File: config.mk
export PLATFORM = sky130hd
export DESIGN_NAME = itch_ab_arbiter
export DESIGN_NICKNAME = d
export VERILOG_FILES = /design/src/rtl/itch_ab_arbiter.sv
export SDC_FILE = /design/constraint.sdc
export NUM_CORES = 1
export LEC_CHECK = 0
export ABC_AREA = 1
export ABC_CLOCK_PERIOD_IN_PS = 10700
export CORE_AREA = 2 2 389 391
export DETAILED_ROUTE_END_ITERATION = 6
export DIE_AREA = 0 0 391 393
export MAX_ROUTING_LAYER = met4
export PLACE_DENSITY_LB_ADDON = 0.08
export SYNTH_ARGS = -nofsm -noshare
export SYNTH_HDL_FRONTEND = slang
export SYNTH_SLANG_ARGS = --single-unit
export TNS_END_PERCENT = 20
File: constraint.sdc
create_clock -name clock -period 10.7 [get_ports clock]
set_input_delay 3.21 -clock clock [delete_from_list [all_inputs] [get_ports clock]]
set_output_delay 3.21 -clock clock [all_outputs]
set_load 0.01 [all_outputs]
File: src/rtl/itch_ab_arbiter.sv
// ITCH A/B feed arbiter.
// Merges two redundant parsed-command streams into a single gap-free, duplicate-free stream
// ordered by the 32-bit message sequence number. Stale and duplicate heads are dropped and
// counted. An isolated out-of-order head is held back for a bounded number of cycles so the
// missing message can still arrive on the other feed. Modes 1 and 2 pass one feed through
// unchanged while the other feed is drained.
module itch_ab_arbiter #(
  parameter int unsigned DATA_W      = 297,
  parameter int unsigned SEQ_LSB     = 48,
  parameter int unsigned GAP_TIMEOUT = 64
) (
  input  logic              clock,
  input  logic              nreset,
  input  logic [1:0]        mode,
  input  logic              a_tvalid,
  output logic              a_tready,
  input  logic [DATA_W-1:0] a_tdata,
  input  logic              b_tvalid,
  output logic              b_tready,
  input  logic [DATA_W-1:0] b_tdata,
  output logic              out_tvalid,
  input  logic              out_tready,
  output logic [DATA_W-1:0] out_tdata,
  output logic [31:0]       expected_seq,
  output logic              synced,
  output logic [31:0]       dup_count,
  output logic [31:0]       gap_count
);

  localparam logic [15:0] TimeoutVal = 16'(GAP_TIMEOUT);

  typedef enum logic [1:0] {StSync, StRun, StWait} state_e;

  state_e      state_q;
  logic [15:0] timer_q;
  logic [1:0]  mode_q;

  logic              arb_mode;
  logic              slot_free;
  logic [31:0]       a_seq, b_seq;
  logic signed [31:0] a_diff, b_diff;
  logic              a_stale, a_next, a_ahead;
  logic              b_stale, b_next, b_ahead;

  logic              fwd_a, fwd_b, fwd_any;
  logic              drop_a, drop_b;
  logic              wait_tick;
  logic [31:0]       gap_inc;
  logic [1:0]        dup_inc;
  logic [31:0]       fwd_seq;
  logic [DATA_W-1:0] fwd_data;

  // Classify each head against the next expected sequence number.
  // The signed difference keeps the ordering correct across the 2^32 wrap.
  always_comb begin
    arb_mode  = (mode_q == 2'd0) || (mode_q == 2'd3);
    slot_free = !out_tvalid || out_tready;
    a_seq     = a_tdata[SEQ_LSB +: 32];
    b_seq     = b_tdata[SEQ_LSB +: 32];
    a_diff    = a_seq - expected_seq;
    b_diff    = b_seq - expected_seq;
    a_stale   = a_tvalid && (a_diff < 32'sd0);
    a_next    = a_tvalid && (a_diff == 32'sd0);
    a_ahead   = a_tvalid && (a_diff > 32'sd0);
    b_stale   = b_tvalid && (b_diff < 32'sd0);
    b_next    = b_tvalid && (b_diff == 32'sd0);
    b_ahead   = b_tvalid && (b_diff > 32'sd0);
  end

  // Decide which head is forwarded, which are dropped, and whether the gap timer advances.
  always_comb begin
    fwd_a     = 1'b0;
    fwd_b     = 1'b0;
    drop_a    = 1'b0;
    drop_b    = 1'b0;
    wait_tick = 1'b0;
    gap_inc   = '0;
    if (!arb_mode) begin
      // Pass-through: the unselected feed is drained so it never backs up its parser.
      if (mode_q == 2'd1) begin
        fwd_a  = a_tvalid && slot_free;
        drop_b = b_tvalid;
      end else begin
        fwd_b  = b_tvalid && slot_free;
        drop_a = a_tvalid;
      end
    end else if (state_q == StSync) begin
      // No reference yet: the first head defines the sequence.
      if (slot_free) begin
        fwd_a = a_tvalid;
        fwd_b = !a_tvalid && b_tvalid;
      end
    end else begin
      // Stale heads leave regardless of the output slot.
      drop_a = a_stale;
      drop_b = b_stale;
      if (slot_free) begin
        if (a_next) begin
          fwd_a = 1'b1;
          if (b_next) begin
            drop_b = 1'b1;
          end
        end else if (b_next) begin
          fwd_b = 1'b1;
        end else if (a_ahead && b_ahead) begin
          // Both feeds missed the same message: it is lost, take the lower one now.
          if (b_diff < a_diff) begin
            fwd_b   = 1'b1;
            gap_inc = unsigned'(b_diff);
          end else begin
            fwd_a   = 1'b1;
            gap_inc = unsigned'(a_diff);
            drop_b  = (a_diff == b_diff);
          end
        end else if (a_ahead || b_ahead) begin
          // Only one feed is ahead: give the other feed time to deliver the gap.
          if ((state_q == StWait) && (timer_q == TimeoutVal)) begin
            fwd_a   = a_ahead;
            fwd_b   = b_ahead;
            gap_inc = a_ahead ? unsigned'(a_diff) : unsigned'(b_diff);
          end else begin
            wait_tick = 1'b1;
          end
        end
      end
    end
  end

  // Forward path muxing and drop accounting; drops are only counted while arbitrating.
  always_comb begin
    fwd_any  = fwd_a || fwd_b;
    fwd_seq  = fwd_a ? a_seq : b_seq;
    fwd_data = fwd_a ? a_tdata : b_tdata;
    dup_inc  = {1'b0, arb_mode && drop_a} + {1'b0, arb_mode && drop_b};
    a_tready = nreset && (fwd_a || drop_a);
    b_tready = nreset && (fwd_b || drop_b);
  end

  // Arbitration FSM, output register, sequence tracking and statistics.
  always_ff @(posedge clock) begin
    if (!nreset) begin
      state_q      <= StSync;
      timer_q      <= '0;
      mode_q       <= mode;
      out_tvalid   <= 1'b0;
      out_tdata    <= '0;
      expected_seq <= '0;
      synced       <= 1'b0;
      dup_count    <= '0;
      gap_count    <= '0;
    end else begin
      mode_q    <= mode;
      dup_count <= dup_count + {30'd0, dup_inc};
      gap_count <= gap_count + gap_inc;

      if (fwd_any) begin
        out_tvalid   <= 1'b1;
        out_tdata    <= fwd_data;
        expected_seq <= fwd_seq + 32'd1;
        synced       <= 1'b1;
      end else if (out_tready) begin
        out_tvalid <= 1'b0;
      end

      if (!arb_mode) begin
        // Arbitration resumes in RUN with expected_seq preserved.
        timer_q <= '0;
        if (fwd_any || (state_q == StWait)) begin
          state_q <= StRun;
        end
      end else begin
        unique case (state_q)
          StSync: begin
            if (fwd_any) begin
              state_q <= StRun;
            end
          end
          StRun, StWait: begin
            if (fwd_any) begin
              state_q <= StRun;
              timer_q <= '0;
            end else if (wait_tick) begin
              state_q <= StWait;
              timer_q <= timer_q + 16'd1;
            end
          end
          default: begin
            state_q <= StSync;
            timer_q <= '0;
          end
        endcase
      end
    end
  end

endmodule

After elaboration in Yosys (flattened, before gate mapping):

Cells that the tools add are included.

* $add $sub $neg: 7
* $mul: 0
* divide/modulo/power cells: 0
* order comparisons: 5
* eq/ne operators: 9
* shift operators: 0
* multiplexer cells: 65
* bitwise logic cells: 1
* reduce and logical (&&, ||, !) cells: 34

Operators by type and width (number)
* 32-bit two-way mux: 11
* 297-bit two-way mux: 1
* 32-bit by 1-bit > comparator with 1-bit output (second input constant): 2
* 32-bit logical NOT: 2
* 32-bit by 1-bit < comparator with 1-bit output (second input constant): 2
* 32-bit subtractor: 2
* 1-bit two-way mux: 44
* 32-bit by 1-bit adder with 32-bit output (second input constant): 1
* 32-bit by 2-bit adder with 32-bit output: 1
* 32-bit adder: 1
* 32-bit == test: 1
* 32-bit < comparator: 1
* 16-bit two-way mux: 2
* 16-bit one-hot mux with 2 select lines: 1
* 16-bit by 1-bit adder with 16-bit output (second input constant): 1
* 16-bit by 7-bit == test with 1-bit output (second input constant): 1
* 1-bit logical AND: 15
* 2-bit two-way mux: 5
* 1-bit logical OR: 7
* 3-bit != test (second input constant): 2
* 2-bit by 1-bit == test with 1-bit output (second input constant): 2
* 2-bit == test (second input constant): 2
* 2-bit logical NOT: 2
* 4-bit != test (second input constant): 1
* other kinds (8): 11

* bits in registers: 415
* latch bits: 0
* bits in writable memories: 0
* bits in read-only memories: 0
* input bits: 601
* output and inout bits: 397
* word-level logic and storage cells: 130
* memories: 0

Depth between registers and ports, before layout:

* depth after elaboration: 15
* gate-level depth with buffers: 58
* depth with buffers taken out: 57

Least setup slack after synthesis:

Ideal clock, no wire load.

* path type: input to output
* start: input port b_tdata[48]
* end: output port a_tready
* arrival: 7.172 ns
* required time: 7.490 ns
* setup slack: 0.318 ns
* stages on the path: 37
* path buffers: 4
* cells stage by stage: inv_1 -> ha_1 -> fa_1 -> inv_1 -> nand3_1 -> nand2_2 -> nand2_1 -> nand2_1 -> nand3_1 -> nand2_1 -> nand2_1 -> nand2_1 -> nand2_1 -> nand2_1 -> inv_1 -> ha_1 -> nand4_1 -> nor3_1 -> nand3_1 -> nor3b_2 -> nand3_1 -> nand2_1 -> inv_1 -> nand3_1 -> nand3_2 -> nand2_1 -> nand2_1 -> nand2_2 -> nand2_4 -> inv_2 -> buf_4 -> buf_6 -> buf_2 -> buf_1 -> nand2_1 -> nand2_1 -> inv_1

* longest elaborated chain between the ends: 13
* elaborated cells on any way between the ends: 18
* classes of those cells: add/sub: 1; order compare: 2; mux: 8; reduce/logical: 7

RTL lines
* start, declared: line 20 `input logic [DATA_W-1:0] b_tdata,`
* 32-bit subtractor (*): line 61 `b_diff = b_seq - expected_seq;`
* 32-bit by 1-bit > comparator with 1-bit output: line 67 `b_ahead = b_tvalid && (b_diff > 32'sd0);`
* 1-bit logical AND: line 67
* 1-bit logical OR: line 115 `end else if (a_ahead || b_ahead) begin`
* 1-bit two-way mux: line 115
* 1-bit two-way mux: line 105 `end else if (a_ahead && b_ahead) begin`
* 1-bit two-way mux (*): line 103 `end else if (b_next) begin`
* 1-bit two-way mux (*): line 98 `if (a_next) begin`
* 1-bit two-way mux (*): line 97 `if (slot_free) begin`
* 1-bit two-way mux (*): line 87 `end else if (state_q == StSync) begin`
* 1-bit two-way mux (*): line 78 `if (!arb_mode) begin`
* 1-bit logical OR (*): line 135 `a_tready = nreset && (fwd_a || drop_a);`
* 1-bit logical AND (*): line 135
* end, declared: line 16 `output logic a_tready,`

Every way passes the cells marked *; elsewhere a longest branch is shown, timed or not.

Final worst setup path:

* start: input port a_tdata[48]
* end: output port b_tready

* longest elaborated chain between the ends: 13
* elaborated cells on any way between the ends: 26
* classes of those cells: add/sub: 1; order compare: 2; eq/ne: 1; mux: 15; reduce/logical: 7

RTL lines
* start, declared: line 17 `input logic [DATA_W-1:0] a_tdata,`
* 32-bit subtractor (*): line 60 `a_diff = a_seq - expected_seq;`
* 32-bit by 1-bit > comparator with 1-bit output: line 64 `a_ahead = a_tvalid && (a_diff > 32'sd0);`
* 1-bit logical AND: line 64
* 1-bit logical OR: line 115
* 1-bit two-way mux: line 115
* 1-bit two-way mux: line 105
* 1-bit two-way mux: line 103
* 1-bit two-way mux: line 98
* 1-bit two-way mux: line 97
* 1-bit two-way mux: line 87
* 1-bit two-way mux: line 78
* 1-bit logical OR (*): line 136 `b_tready = nreset && (fwd_b || drop_b);`
* 1-bit logical AND (*): line 136
* end, declared: line 19 `output logic b_tready,`

Marks and branches as above.

==> impl_metrics.env <==
export IMPL_end_kind="output port"
export IMPL_peakVddDrop_mv=0.1443
export IMPL_io_pins=998
export IMPL_num_rows=142
export IMPL_wl_per_cell_um=26.94
export IMPL_synth_edf_count=0
export IMPL_p_comb_frac=0.611
export IMPL_p_sw_w=0.005782
export IMPL_grt_pass1_vias=32158
export IMPL_ys_top_cells_by_area="dfxtp_1 32%, nand2_1 18%, o21ai_0 7.5%, a31oi_1 6.6%, ha_1 6.2%"
export IMPL_worst_pin_slew_ps=1050
export IMPL_relSlewSlack=0.3002
export IMPL_crit_fanout=3
export IMPL_cp_top_family="simple AND/OR/NAND/NOR gates"
export IMPL_setup_violations=0
export IMPL_pwr_share_clk=0.179
export IMPL_place_ws_ps=-1229
export IMPL_r2r_start="expected_seq[10]"
export IMPL_clock_root_buffer="clkbuf_16"
export IMPL_clk_pin_slew_ps=60
export IMPL_final_area_sq_mm=0.04530
export IMPL_cpPeakStageDelay_ps=450
export IMPL_fin_tns_setup_ps=0
export IMPL_worstSetupStartpointType="input pin"
export IMPL_status="completed"
export IMPL_cpMaxStageDelayCell="fa_2"
export IMPL_die_h_um=393
export IMPL_synth_cell_type_count=58
export IMPL_layout_cells_non_filler=7474
export IMPL_hold_violations=0
export IMPL_syn_avg_cell_area_sq_um=6.447
export IMPL_start_util=0.1741
export IMPL_rr_worst_depth=55
export IMPL_p_sw_frac=0.4781
export IMPL_syn_nets=4764
export IMPL_vias=33451
export IMPL_grt_max_degree=153
export IMPL_seq_area_frac_synth=0.3198
export IMPL_synth_area_leader_cell="dfxtp_1"
export IMPL_max_freq_ghz=0.09482
export IMPL_die_w_um=391
export IMPL_ys_ff_latch=415
export IMPL_nNetsFinal=6167
export IMPL_die_area_sq_mm=0.1537
export IMPL_synth_async_reset_ratio=0
export IMPL_whs_endpoint="gap_count[31]"
export IMPL_drt_total_wl_mm=201.4
export IMPL_fin_crit_ps=10550
export IMPL_cts_tree="done"
export IMPL_holdPathStages=1
export IMPL_cp_arrival_ps=7340
export IMPL_clock_skew_ps=87.36
export IMPL_hpwl_mm=169.0
export IMPL_seqPwrFrac=0.210
export IMPL_rsz0062_at_grt="true"
export IMPL_fin_crit_sh=0.9856
export IMPL_leakage_nw=19.16
export IMPL_post_place_cells=7288
export IMPL_drc_errors=0
export IMPL_post_route_util=0.3036
export IMPL_ys_flop_type="dfxtp_1"
export IMPL_crit_required_ps=7490
export IMPL_maxCapViolCount=0
export IMPL_globalplace_congestion=0.9607
export IMPL_grt_antenna_before_repair=56
export IMPL_drt_pass1_iter_count=5
export IMPL_cts_buffers=59
export IMPL_final_setup_worst_slack_ps=153.7
export IMPL_p_int_w=0.006311
export IMPL_synthesis_area_sq_mm=0.02598
export IMPL_critical_path_most_common_cell="nand2_2"
export IMPL_grt_pass1_wl_mm=265.8
export IMPL_path_class="in2out"
export IMPL_yosys_warnings=0
export IMPL_clk_latency_ps=720
export IMPL_port_buffer_count=997
export IMPL_grt_use_total=0.2568
export IMPL_drt_vias_per_instance=4.476
export IMPL_synthCells=4030
export IMPL_min_from="gap_count[31]"
export IMPL_synth_top_area_frac=0.3198
export IMPL_crit_buf_inv=8
export IMPL_power_density_mw_per_mm2=266.9
export IMPL_drive_above_1_share=0.1873
export IMPL_holdCritPathClass="reg2reg"
export IMPL_rrSetupSlack_ps=2490
export IMPL_hold_buffers=0
export IMPL_drtIter0Drc=2413
export IMPL_ant_nets=0
export IMPL_core_area_sq_mm=0.1492
export IMPL_area_delta_synth_final_pct=74.38
export IMPL_h_tree_depth=2
export IMPL_cts_sinks=415
export IMPL_reg2reg_to="dup_count[30]"
export IMPL_placed_cell_area_sq_mm=0.04159
export IMPL_grt_ovfl_total=0
export IMPL_drv_slew=0
export IMPL_max_clock_path_buffers=3
## cells in the final DEF (no fill, tap or decap), types with 90 or more instances in the layout
master,n
dfxtp_1,415
nand2_1,1179
nand3_1,127
a31oi_1,276
clkdlybuf4s50_1,932
buf_4,539
inv_1,363
nand2_2,90
nor2_1,223
a21oi_1,199
o21ai_0,371
## cell type report
type                       count  area, sq um
sequential                   415         8308
fill                       16582       103900
timing repair buffer        1547        14080
clock buffer                  89         1759
tap                         1944         2432
inverter                     395         1495
multi-input combinational   3015        16770
clock inverter                22        341.6
antenna                       47        117.6
## power groups by stage
| stage | Clock [W] | Combinational (W) | Sequential [W] |
|---|---|---|---|
| floorplan | 0 | 0.00274 | 0.00248 |
| global placement | 0 | 0.00705 | 0.00255 |
| detailed placement | 0 | 0.00702 | 0.00254 |
| CTS | 0.00223 | 0.00721 | 0.00252 |
| global route | 0.00228 | 0.00792 | 0.00257 |
| finish | 0.00216 | 0.00739 | 0.00254 |
## state kept, by name, summed over array words and instances (netlist names)
register	cells
dup_count	32
out_tvalid	1
synced	1
mode_q	2
timer_q	16
state_q	2
out_tdata	297
gap_count	32
expected_seq	32
## cell families after synthesis
group           count (synthesis)  synth area share
xor+xnor                       36           0.01271
compound gates                988            0.2142
buf+inv                       600           0.09054
simple gates                 1858            0.2976
fa+ha+maj                     133           0.06521
flops                         415            0.3198
## through the flow
step / power (W) / hold WS (ps)
finish: 0.01209 / 453.3
global route: 0.01278 / 479.0
CTS: 0.01197 / 459.5
detailed placement: 0.009559 / 447.8
global placement: 0.009598 / 445.4
floorplan: 0.005228 / 471.5
## metal layers
layer | vias up | global-route usage | share of wire
li1 | 16401 | - | -
met1 | 15842 | 0.3064 | 0.42
met3 | 195 | 0.05420 | 0.060
met4 | 0 | 0.07483 | 0.033
met2 | 1013 | 0.4336 | 0.49
met5 | - | - | 0
## cells in the mapped netlist (all sizes together) (2+ instances only)
cell,n
a211oi,9
a21o,2
a21oi,225
a31oi,276
and2,2
and3,4
buf,66
clkbuf,139
clkinv,3
dfxtp,415
fa,4
ha,129
inv,392
nand2,1278
nand3,148
nand3b,19
nand4,44
nor2,277
nor3,67
nor3b,2
nor4,15
o2111ai,25
o211ai,7
o21a,16
o21ai,407
o21bai,7
o221a,2
o22ai,3
o31ai,2
or2,2
xnor2,14
xor2,22
## timing repair
item	CTS	global route
setup endpoints to repair	11	16
setup buffers	6	22
pin swaps	12	99
cloned	0	0
resized for setup	165	305
## worst reg2reg max path: cells and delay by family, from the launching register on
kind	cells	cell delay [ps]
adder cells (fa/ha/maj)	4	1120
buffers and inverters	11	1560
AO/OA/AOI/OAI	6	920
AND/OR/NAND/NOR	34	3980
flip-flops	1	640
## worst max-delay path by stage
stage                startpoint        to  slack, ps  cells after the start
floorplan           b_tdata[48]  a_tready        320                     37
detailed placement  b_tdata[63]  b_tready      -1230                     29
finish              a_tdata[48]  b_tready        150                     33
global placement    b_tdata[63]  b_tready      -1200                     29
global route        b_tdata[51]  b_tready       -130                     32
CTS                 a_tdata[71]  b_tready       -150                     30
Note: power is estimated with default switching activity, not from simulation.
